## src/rtl/sensor_debounce_filter.sv

```systemverilog
// Three-channel debounce filter for distance sensors: 2-flop synchronizer,
// then a per-channel run-length counter with an IDLE/ACTIVE state machine.
module sensor_debounce_filter #(
  parameter int unsigned ON_CNT  = 4,
  parameter int unsigned OFF_CNT = 8
) (
  input  logic       clk,
  input  logic       rst_n,
  input  logic       ena,
  input  logic [2:0] sensor_raw,
  output logic [2:0] sensor_clean,
  output logic [2:0] change_pulse,
  output logic       any_active
);

  typedef enum logic {
    IDLE   = 1'b0,
    ACTIVE = 1'b1
  } state_e;

  localparam logic [3:0] ON_LAST  = 4'(ON_CNT - 1);
  localparam logic [3:0] OFF_LAST = 4'(OFF_CNT - 1);

  logic [2:0] sync1_q;
  logic [2:0] sync2_q;

  // The synchronizer also freezes while disabled so a resume starts from
  // exactly the samples that were in flight.
  always_ff @(posedge clk) begin
    if (!rst_n) begin
      sync1_q <= 3'b000;
      sync2_q <= 3'b000;
    end else if (ena) begin
      sync1_q <= sensor_raw;
      sync2_q <= sync1_q;
    end
  end

  generate
    for (genvar gi = 0; gi < 3; gi++) begin : g_chan
      state_e     state_q;
      state_e     state_d;
      logic [3:0] cnt_q;
      logic [3:0] cnt_d;
      logic       pulse_q;
      logic       clean;

      // State register; the pulse is cleared on reset so an aborted
      // ACTIVE state never produces a strobe.
      always_ff @(posedge clk) begin
        if (!rst_n) begin
          state_q <= IDLE;
          cnt_q   <= 4'd0;
          pulse_q <= 1'b0;
        end else begin
          if (ena) begin
            state_q <= state_d;
            cnt_q   <= cnt_d;
          end
          pulse_q <= ena && (state_d != state_q);
        end
      end

      // Next state: count consecutive samples opposite to the current level.
      always_comb begin
        state_d = state_q;
        cnt_d   = cnt_q;
        unique case (state_q)
          IDLE: begin
            if (sync2_q[gi]) begin
              if (cnt_q == ON_LAST) begin
                state_d = ACTIVE;
                cnt_d   = 4'd0;
              end else begin
                cnt_d = cnt_q + 4'd1;
              end
            end else begin
              cnt_d = 4'd0;
            end
          end
          ACTIVE: begin
            if (!sync2_q[gi]) begin
              if (cnt_q == OFF_LAST) begin
                state_d = IDLE;
                cnt_d   = 4'd0;
              end else begin
                cnt_d = cnt_q + 4'd1;
              end
            end else begin
              cnt_d = 4'd0;
            end
          end
          default: begin
            state_d = IDLE;
            cnt_d   = 4'd0;
          end
        endcase
      end

      always_comb begin
        clean = (state_q == ACTIVE);
      end

      assign sensor_clean[gi] = clean;
      assign change_pulse[gi] = pulse_q;
    end
  endgenerate

  assign any_active = |sensor_clean;

endmodule

```

## config.mk

```make
export PLATFORM = sky130hd
export DESIGN_NAME = sensor_debounce_filter
export DESIGN_NICKNAME = d
export VERILOG_FILES = /design/src/rtl/sensor_debounce_filter.sv
export SDC_FILE = /design/constraint.sdc
export NUM_CORES = 1
export LEC_CHECK = 0
export BUFFER_PORTS_ARGS = -buffer_cell sky130_fd_sc_hd__buf_2
export CORE_MARGIN = 1.5
export CORE_UTILIZATION = 59
export DETAILED_ROUTE_END_ITERATION = 8
export PLACE_DENSITY = 0.9
export SLEW_MARGIN = 20
export SYNTH_ARGS = -nofsm -noshare
export SYNTH_HDL_FRONTEND = slang
export SYNTH_SLANG_ARGS = --single-unit
```

## constraint.sdc

```tcl
create_clock -name clk -period 2.2 [get_ports clk]
set_clock_uncertainty 0.15 [all_clocks]
set_input_delay 0.33 -clock clk [delete_from_list [all_inputs] [get_ports clk]]
set_output_delay 0.33 -clock clk [all_outputs]
set_load 0.01 [all_outputs]
```

# Yosys cells after proc, flatten, opt, wreduce, memory -nomap -nowiden
# Index checks and enable logic that the tools add are counted.
[totals] regBits=24 output_inout_bits=7
[op_classes] n_addsub=3 eq_ne=9 mux=30 bitwise_logic=3 n_reduce_logical=4
[op_table] op="two-way mux 4 bit" count=12
[op_table] op="one-hot mux 4 bit (2 select lines)" count=3
[op_table] op="adder 4 x 1 -> 4 bit, second input constant" count=3
[op_table] op="equality test 4 x 2 -> 1 bit, second input constant" count=3
[op_table] op="equality test 4 x 3 -> 1 bit, second input constant" count=3
[op_table] op="two-way mux 1 bit" count=12
[op_table] op="one-hot mux 1 bit (2 select lines)" count=3
[op_table] op="logical AND 1 bit" count=3
[op_table] op="!= test 1 bit" count=3
[op_table] op="NOT 1 bit" count=3
[op_table] op="OR reduction 3 bit" count=1

# Logic depth before layout (Yosys ltp)
# Gate-level depths: netlist (run 1).
[depth] depth_word=6 ltp_mapped=5 ltp_nobuf=5

# Worst setup path after synthesis (run 1)
# No wires, ideal clock.
[synth_path] path_type="flip-flop to flip-flop" from="reg g_chan[0].cnt_q[0]" to="reg g_chan[0].cnt_q[3]" setup_ns=0.115 arrival_time_ns=1.221 setup_slack_ns=0.714 stages_incl_launch_ff=6 n_path_buf=0 cell_sequence="dfxtp_1 -> ha_1 -> or3b_1 -> a22oi_1 -> a21oi_1 -> o21a_1"
[synth_via] elab_chain_cells=4
[synth_lines] element="start, declared" line="43" rtl="logic [3:0] cnt_q;"
[synth_lines] element="start signal, assigned" line="58" rtl="cnt_q <= cnt_d;"
[synth_lines] element="adder 4 x 1 -> 4 bit, or another cell as far along" line="75, 87"
[synth_lines] element="two-way mux 4 bit, on equally long branches" line="83, 71"
[synth_lines] element="two-way mux 4 bit, on equally long branches" line="82, 70"
[synth_lines] element="one-hot mux 4 bit (2 select lines) *" line="68" rtl="unique case (state_q)"
# Mark *: on every way between the ends. The rest lies on a longest branch, timed or not.
# A chain may end at the register's enable or synchronous reset.

# Worst setup path after layout (run 1)
[layout_path] from="reg g_chan[2].state_q" to="out any_active"
[layout_via] elab_chain_cells=1
[layout_lines] element="start, declared" line="41" rtl="state_e state_q;"
[layout_lines] element="start signal, assigned" line="57" rtl="state_q <= state_d;"
[layout_lines] element="OR reduction 3 bit" line="109" rtl="assign any_active = |sensor_clean;"
[layout_lines] element="end, declared" line="13" rtl="output logic any_active"
# No other way between the ends.

==> results.py, run 1 <==
metrics = {
    "logic_synthesis": {
        "synth-simple-area-share_pct": 23.8,
        "yosys_warnings": 0,
        "synth_compound_area_share_pct": 16.9,
        "synth_fa_ha_area_share_pct": 2.96,
        "syn_nets": 156,
        "synth_top_cell_by_area": "dfxtp_1",
        "syn_area_sq_mm": 0.00127,
        "yosys.cell_types.count": 41,
        "synthCells": 147,
        "synthMuxAreaShare_pct": 5.53,
        "yosysTopAreaCellShare_pct": 37.9,
        "syn_area_per_cell_sq_um": 8.61,
        "async_reset_ff_share_pct": 0,
        "synth_xor_area_share_pct": 4.84,
        "synth_top_family_by_area": "simple AND/OR/NAND/NOR gates",
        "synth_seq_area_share_pct": 37.9,
        "synth_edf_count": 0,
        "synth-main-ff-cell": "dfxtp_1",
        "ys_top_cells_by_area": "dfxtp_1 38%, mux2i_1 5.5%, nor2b_1 5.4%",
        "synth_seq_cells": 24,
    },
    "global_route": {
        "overflow": 0,
        "grt_pass1_wl_um": 3880,
        "antenna_found_initial": 0,
        "grtUsageTotal_pct": 20.0,
        "grt_pass1_vias": 917,
        "grt_max_degree": 23,
    },
    "placed_design": {
        "hpwlAfterDp_um": 1530,
        "portBuffers": 12,
        "pre_cts_slack_ns": 0.602,
        "gp_congestion": 0.864,
        "dp_cells": 172,
    },
    "finish": {
        "final_layout_size_suffix_gt1_share_pct": 14.8,
        "final_common_cell": "dfxtp_1",
        "fin_cells": 176,
        "syn_to_final_growth_pct": 4.74,
        "final_cell_mix": "24 x dfxtp_1, 15 x nand2_1, 12 x buf_2",
        "diodes": 0,
        "n_fill_cell": 174,
        "post-route-util_pct": 66.9,
        "nets": 159,
    },
    "detailed_routing": {
        "drt_iter0_markers": 14,
        "wl_um": 2180,
        "wl_per_cell_um": 12.4,
        "drt_pre_antenna_iters": 4,
        "via_count": 980,
        "via_per_inst": 5.57,
        "ant_nets": 0,
        "drc": 0,
    },
    "clocking": {
        "clkLatencyLatePin_ns": 0.31,
        "cts.sinks": 24,
        "cts_made_buffers": 3,
        "postCtsHoldBufs": 0,
        "htree_levels": 1,
        "cts.repair.resized": 0,
        "root_buffer": "clkbuf_4",
        "cts_buffer_depth": 2,
        "tritoncts": "built",
        "cts_setup_buffers": 0,
        "clkTransAtPathRegs_ns": 0.13,
    },
    "sta": {
        "relSlewSlack_pct": 77.5,
        "clock.fmax_mhz": 564,
        "setup_violations": 0,
        "period_share_pct": 80.6,
        "hold_violations": 0,
        "rsz0062_at_grt": "false",
        "fin_crit_ns": 1.77,
        "maxSlewViolCount": 0,
        "tns_ns": 0,
        "tightest_slew_ns": 0.336,
        "hold_slack_ns": 0.128,
        "setup_ws_ns": 0.428,
    },
    "setup_path": {
        "critPathSlowestCell": "dfxtp_1",
        "reg2regPathDepth": 5,
        "path_cells": "or3_1, buf_2",
        "critPathKind": "reg -> out",
        "cp_data_required_time_ns": 1.72,
        "timing.rr.start": "g_chan[0].cnt_q[0]$_SDFFE_PN0P_",
        "cp-endpoint": "any_active",
        "cp_max_fo": 9,
        "slowest_delay_ns": 0.43,
        "arrival_ns": 1.29,
        "cp-end-kind": "output port",
        "r2r-end": "g_chan[0].cnt_q[3]$_SDFFE_PN0P_",
        "start_kind": "flip-flop",
        "r2r_slack_ns": 0.59,
        "worstSetupStartpoint": "g_chan[2].clean$_SDFFE_PN0P_",
    },
    "floorplan": {
        "die_area_sq_mm": 0.00243,
        "core_area_sq_mm": 0.00198,
        "die_h_um": 49.3,
        "num_rows": 16,
        "start_util_pct": 63.9,
        "ios": 13,
        "fp.dieW_um": 49.3,
    },
    "power": {
        "sw_frac_of_total_pct": 21.3,
        "p_leak_nw": 0.523,
        "ir_drop_mv": 0.482,
        "p_seq_share_pct": 54.6,
        "p_switching_mw": 0.178,
        "powerDensity_mw_per_mm2": 631,
        "p_comb_share_pct": 7.8,
        "clkPwrFrac_pct": 37.6,
        "p_int_mw": 0.658,
    },
    "hold_path": {
        "hp-class": "in -> reg",
    },
    "run": {
        "max_cap_viol_count": 0,
    },
    "run_status": {
        "status": "complete, no violations",
    },
}
-- synth_stat cells (2+ instances only) --
cell type,instances
nand4_1,2
nor2b_1,11
dfxtp_1,24
a21o_1,2
a21boi_0,5
o21ai_0,6
nor2_1,5
nor3_1,3
buf_4,6
or2_2,2
nand3_1,3
xnor2_1,4
a31oi_1,2
ha_1,3
nand3b_1,3
xor2_1,3
buf_2,5
clkbuf_1,2
and2b_1,2
a21oi_1,11
or3_1,3
nand2_1,15
mux2i_1,7
-- worst min path at each step --
| stage | start | endpoint | slack, ns | cells after the start |
|---|---|---|---|---|
| final | sensor_raw[0] | sync1_q[0]$_SDFFE_PN0P_ | 0.13 | 3 |
| after floorplan | g_chan[2].cnt_q[1]$_SDFFE_PN0P_ | g_chan[2].cnt_q[1]$_SDFFE_PN0P_ | 0.32 | 2 |
| after CTS | sensor_raw[0] | sync1_q[0]$_SDFFE_PN0P_ | 0.12 | 3 |
| after global placement | g_chan[2].cnt_q[1]$_SDFFE_PN0P_ | g_chan[2].cnt_q[1]$_SDFFE_PN0P_ | 0.33 | 2 |
| after global routing | sensor_raw[2] | sync1_q[2]$_SDFFE_PN0P_ | 0.15 | 3 |
| after detailed placement | sync1_q[0]$_SDFFE_PN0P_ | sync1_q[0]$_SDFFE_PN0P_ | 0.36 | 2 |
-- kinds of logic (layout without fill, tap and decap cells) --
group | after synthesis | in the layout
and+or+nand+nor | 55 | 55
AOI/OAI and AO/OA | 34 | 34
DFF | 24 | 24
buffers and inverters | 17 | 19
xor gates and xnor gates | 7 | 7
muxes | 7 | 7
adders and majority gates | 3 | 3
-- state kept, by name (all words and copies together), names as in the netlist --
signal,cells
sync1_q,3
g_chan.pulse_q,3
g_chan.clean,3
g_chan.cnt_q,12
sync2_q,3
-- cell type report --
cell class                      count  area [sq um]  share of cell area [%]
Timing Repair Buffer               13          67.6                    5.09
Inverter                            2          7.51                   0.566
Multi-Input combinational cell    106           684                    51.6
Clock buffer                        3          22.5                    1.70
Sequential cell                    24           480                    36.2
Tap cell                           27          33.8                    2.55
Clock inverter                      1          30.0                    2.26
-- power groups by stage --
| stage | Clock, mW | Sequential, mW | Combinational (mW) |
|---|---|---|---|
| global placement | 0 | 0.465 | 0.0629 |
| CTS | 0.326 | 0.457 | 0.0656 |
| global route | 0.337 | 0.459 | 0.0732 |
| detailed placement | 0 | 0.466 | 0.0649 |
| finish | 0.314 | 0.457 | 0.0654 |
| floorplan | 0 | 0.458 | 0.0606 |
-- layer usage --
layer	part of all wire, %	wire length [um]	vias up	GRT usage, %
met3	3.2	70	4	2.76
met2	49	1080	24	35.4
met5	0	0	-	0
met1	46	1010	445	24.8
met4	1.1	25	0	6.67
li1	-	-	507	-
-- critical path, delay by kind of cell, from the launching register on --
family | cells | cell delay [ns]
simple gates | 1 | 0.41
buf+inv | 1 | 0.15
flops | 1 | 0.43
-- stage by stage --
stage | instance area, sq um | power, mW
3_5_place_dp | 1270 | 0.531
4_1_cts | 1330 | 0.849
6_report | 1330 | 0.836
3_3_place_gp | 1270 | 0.528
5_1_grt | 1330 | 0.869
2_1_floorplan | 1270 | 0.519
(Power assumes the default switching activity.)
==> inputs of run 2 (changes only) <==
Settings changed: ABC_AREA set to 1, CORE_UTILIZATION 59 to 51, PLACE_DENSITY 0.9 to 0.84.
Clock period 2.2 ns to 1.6 ns, I/O delays scaled along.
==> run 2 against run 1 <==
Compared with the run above: cell count increased by 19%; flip-flop and latch count unchanged; sequential power increased by 40%; via count increased by 13%; combinational power increased by 100%; critical endpoint unchanged; highest routed layer unchanged.
==> results.py, run 2 <==
metrics = {
    "run_status": {
        "status": "complete, no violations",
    },
    "logic_synthesis": {
        "yosysMostFrequentCell": "nand2_1",
        "yosys_warnings": 0,
        "synth-main-ff-cell": "dfxtp_1",
        "synth_top_cell_by_area": "dfxtp_1",
        "yosys.cell_types.count": 23,
        "async_reset_ff_share_pct": 0,
        "synth_edf_count": 0,
        "syn_area_per_cell_sq_um": 6.91,
        "synth_seq_cells": 24,
        "yosysTopAreaCellShare_pct": 40.6,
        "synthCells": 171,
        "syn_area_sq_mm": 0.00118,
        "synthTopCellsByCount": "41 x nand2_1, 28 x nor2_1, 24 x dfxtp_1",
        "synth_seq_area_share_pct": 40.6,
        "ys_top_cells_by_area": "dfxtp_1 41%, nand2_1 13%, nor2_1 8.9%",
        "syn_nets": 180,
    },
    "hold_path": {
        "hold_path_end": "g_chan[0].cnt_q[0]$_SDFFE_PN0P_",
        "worstHoldStart": "rst_n",
        "hp-class": "in -> reg",
        "holdPathStages": 3,
    },
    "global_route": {
        "grtUsageTotal_pct": 20.1,
        "grt_max_degree": 16,
        "antenna_found_initial": 0,
        "grt_util_met3_pct": 3.51,
        "grt_pass1_wl_um": 3970,
        "grt_pass1_vias": 968,
        "use_met1_pct": 23.3,
        "grt_util_met2_pct": 35.5,
        "top_usage_layer": "met2",
        "overflow": 0,
    },
    "power": {
        "sw_frac_of_total_pct": 26.4,
        "ir_drop_mv": 0.536,
        "power_mw": 1.10,
        "p_comb_share_pct": 12.1,
        "p_leak_nw": 0.600,
        "p_switching_mw": 0.292,
        "clkPwrFrac_pct": 30.0,
        "p_int_mw": 0.812,
        "powerDensity_mw_per_mm2": 857,
        "p_seq_share_pct": 57.9,
    },
    "finish": {
        "largest-register": "g_chan.cnt_q",
        "final_common_cell": "nand2_1",
        "final_area_sq_mm": 0.00129,
        "diodes": 0,
        "final_layout_size_suffix_gt1_share_pct": 12.1,
        "final_cell_mix": "41 x nand2_1, 28 x nor2_1, 24 x dfxtp_1",
        "syn_to_final_growth_pct": 8.89,
        "largest_reg_flops": 12,
        "fin_cells": 210,
        "nets": 192,
        "post-route-util_pct": 58.8,
        "n_fill_cell": 190,
    },
    "placed_design": {
        "gp_congestion": 0.856,
        "portBuffers": 12,
        "pre_cts_slack_ns": 0.198,
        "hpwlAfterDp_um": 1710,
        "dp_cells": 203,
        "place_area_sq_mm": 0.00122,
    },
    "detailed_routing": {
        "via_per_inst": 5.26,
        "drc": 0,
        "ant_nets": 0,
        "drt_iter0_markers": 20,
        "wl_um": 2360,
        "via_count": 1105,
        "drt_pre_antenna_iters": 4,
        "wl_per_cell_um": 11.2,
    },
    "floorplan": {
        "fp.dieW_um": 51.2,
        "start_util_pct": 54.0,
        "die_area_sq_mm": 0.00262,
        "ios": 13,
        "num_rows": 17,
        "core_area_sq_mm": 0.00219,
        "die_h_um": 51.2,
    },
    "setup_path": {
        "reg2regPathDepth": 8,
        "r2r-end": "g_chan[1].cnt_q[3]$_SDFFE_PN0P_",
        "r2r_slack_ns": 0.17,
        "cp_max_fo": 5,
        "critPathKind": "reg -> out",
        "arrival_ns": 1.09,
        "cp-end-kind": "output port",
        "start_kind": "flip-flop",
        "cp_data_required_time_ns": 1.21,
        "timing.rr.start": "g_chan[1].cnt_q[0]$_SDFFE_PN0P_",
    },
    "clocking": {
        "cts.repair.resized": 0,
        "cts.sinks": 24,
        "tritoncts": "built",
        "clkTransAtPathRegs_ns": 0.13,
        "cts_made_buffers": 3,
        "htree_levels": 1,
        "cts_buffer_depth": 2,
        "root_buffer": "clkbuf_4",
        "clkLatencyLatePin_ns": 0.33,
    },
    "sta": {
        "rsz0062_at_grt": "false",
        "fin_crit_ns": 1.48,
        "hold_slack_ns": 0.0807,
        "setup_violations": 0,
        "maxSlewViolCount": 0,
        "tightest_slew_ns": 0.266,
        "hold_violations": 0,
        "setup_ws_ns": 0.123,
        "relSlewSlack_pct": 82.2,
        "tns_ns": 0,
        "period_share_pct": 92.3,
        "clock.fmax_mhz": 677,
    },
    "run": {
        "max_cap_viol_count": 0,
    },
}
## run 2: cell count changes in the layout (fill, tap and decap cells not counted), moves of 5 or more
cell | before | now
nand2_1 | 15 | 41
nor2_1 | 5 | 28
inv_1 | 1 | 14
nor2b_1 | 11 | 0
mux2i_1 | 7 | 0
nand3_1 | 3 | 8
o21ai_0 | 6 | 11
## run 2: how the worst max path moves through the flow
stage	depth (start not counted)	slack, ns	start	end
floorplan	8	0.33	g_chan[2].cnt_q[1]$_SDFFE_PN0P_	g_chan[2].clean$_SDFFE_PN0P_
global placement	8	0.23	g_chan[2].cnt_q[1]$_SDFFE_PN0P_	g_chan[2].clean$_SDFFE_PN0P_
detailed placement	8	0.20	g_chan[2].cnt_q[1]$_SDFFE_PN0P_	g_chan[2].clean$_SDFFE_PN0P_
CTS	3	0.13	g_chan[0].clean$_SDFFE_PN0P_	any_active
global route	8	0.01	g_chan[2].cnt_q[1]$_SDFFE_PN0P_	g_chan[2].clean$_SDFFE_PN0P_
finish	3	0.12	g_chan[0].clean$_SDFFE_PN0P_	any_active
## run 2: cell families after synthesis
logic type | Yosys count | synth area share, %
and+or+nand+nor | 83 | 28.3
AOI/OAI and AO/OA | 31 | 14.7
buffers and inverters | 28 | 11.7
DFF | 24 | 40.6
adders and majority gates | 3 | 3.17
xor gates and xnor gates | 2 | 1.48
## run 2: power by group through the flow
stage / Sequential [mW] / Clock [mW] / Combinational (mW)
2_1_floorplan: 0.648 / 0 / 0.0996
3_3_place_gp: 0.651 / 0 / 0.122
3_5_place_dp: 0.653 / 0 / 0.127
4_1_cts: 0.639 / 0.339 / 0.133
5_1_grt: 0.643 / 0.362 / 0.153
6_report: 0.640 / 0.331 / 0.134
## run 2: critical path, cell delays in order, from the launching register on
cell and delay [ns]:
dfxtp_1 0.36, inv_1 0.15, nand3_1 0.10, buf_2 0.14
## run 2: layer usage
layer	wire length, um	vias up
met4	44	0
met3	95	6
li1	-	566
met1	1050	508
met2	1170	25
met5	0	-
## run 2: repair_timing
action / in CTS / in global routing
hold endpoints to repair: 3 / 0
hold buffers: 3 / 0
setup buffers: 0 / 0
## run 2: final cells by class
| class | count | area [sq um] | share of cell area [%] |
|---|---|---|---|
| Clock buffer | 4 | 36.3 | 2.82 |
| Inverter | 18 | 67.6 | 5.25 |
| Multi-Input combinational cell | 119 | 563 | 43.7 |
| Sequential cell | 24 | 480 | 37.3 |
| Tap cell | 28 | 35.0 | 2.72 |
| Timing Repair Buffer | 17 | 105 | 8.16 |
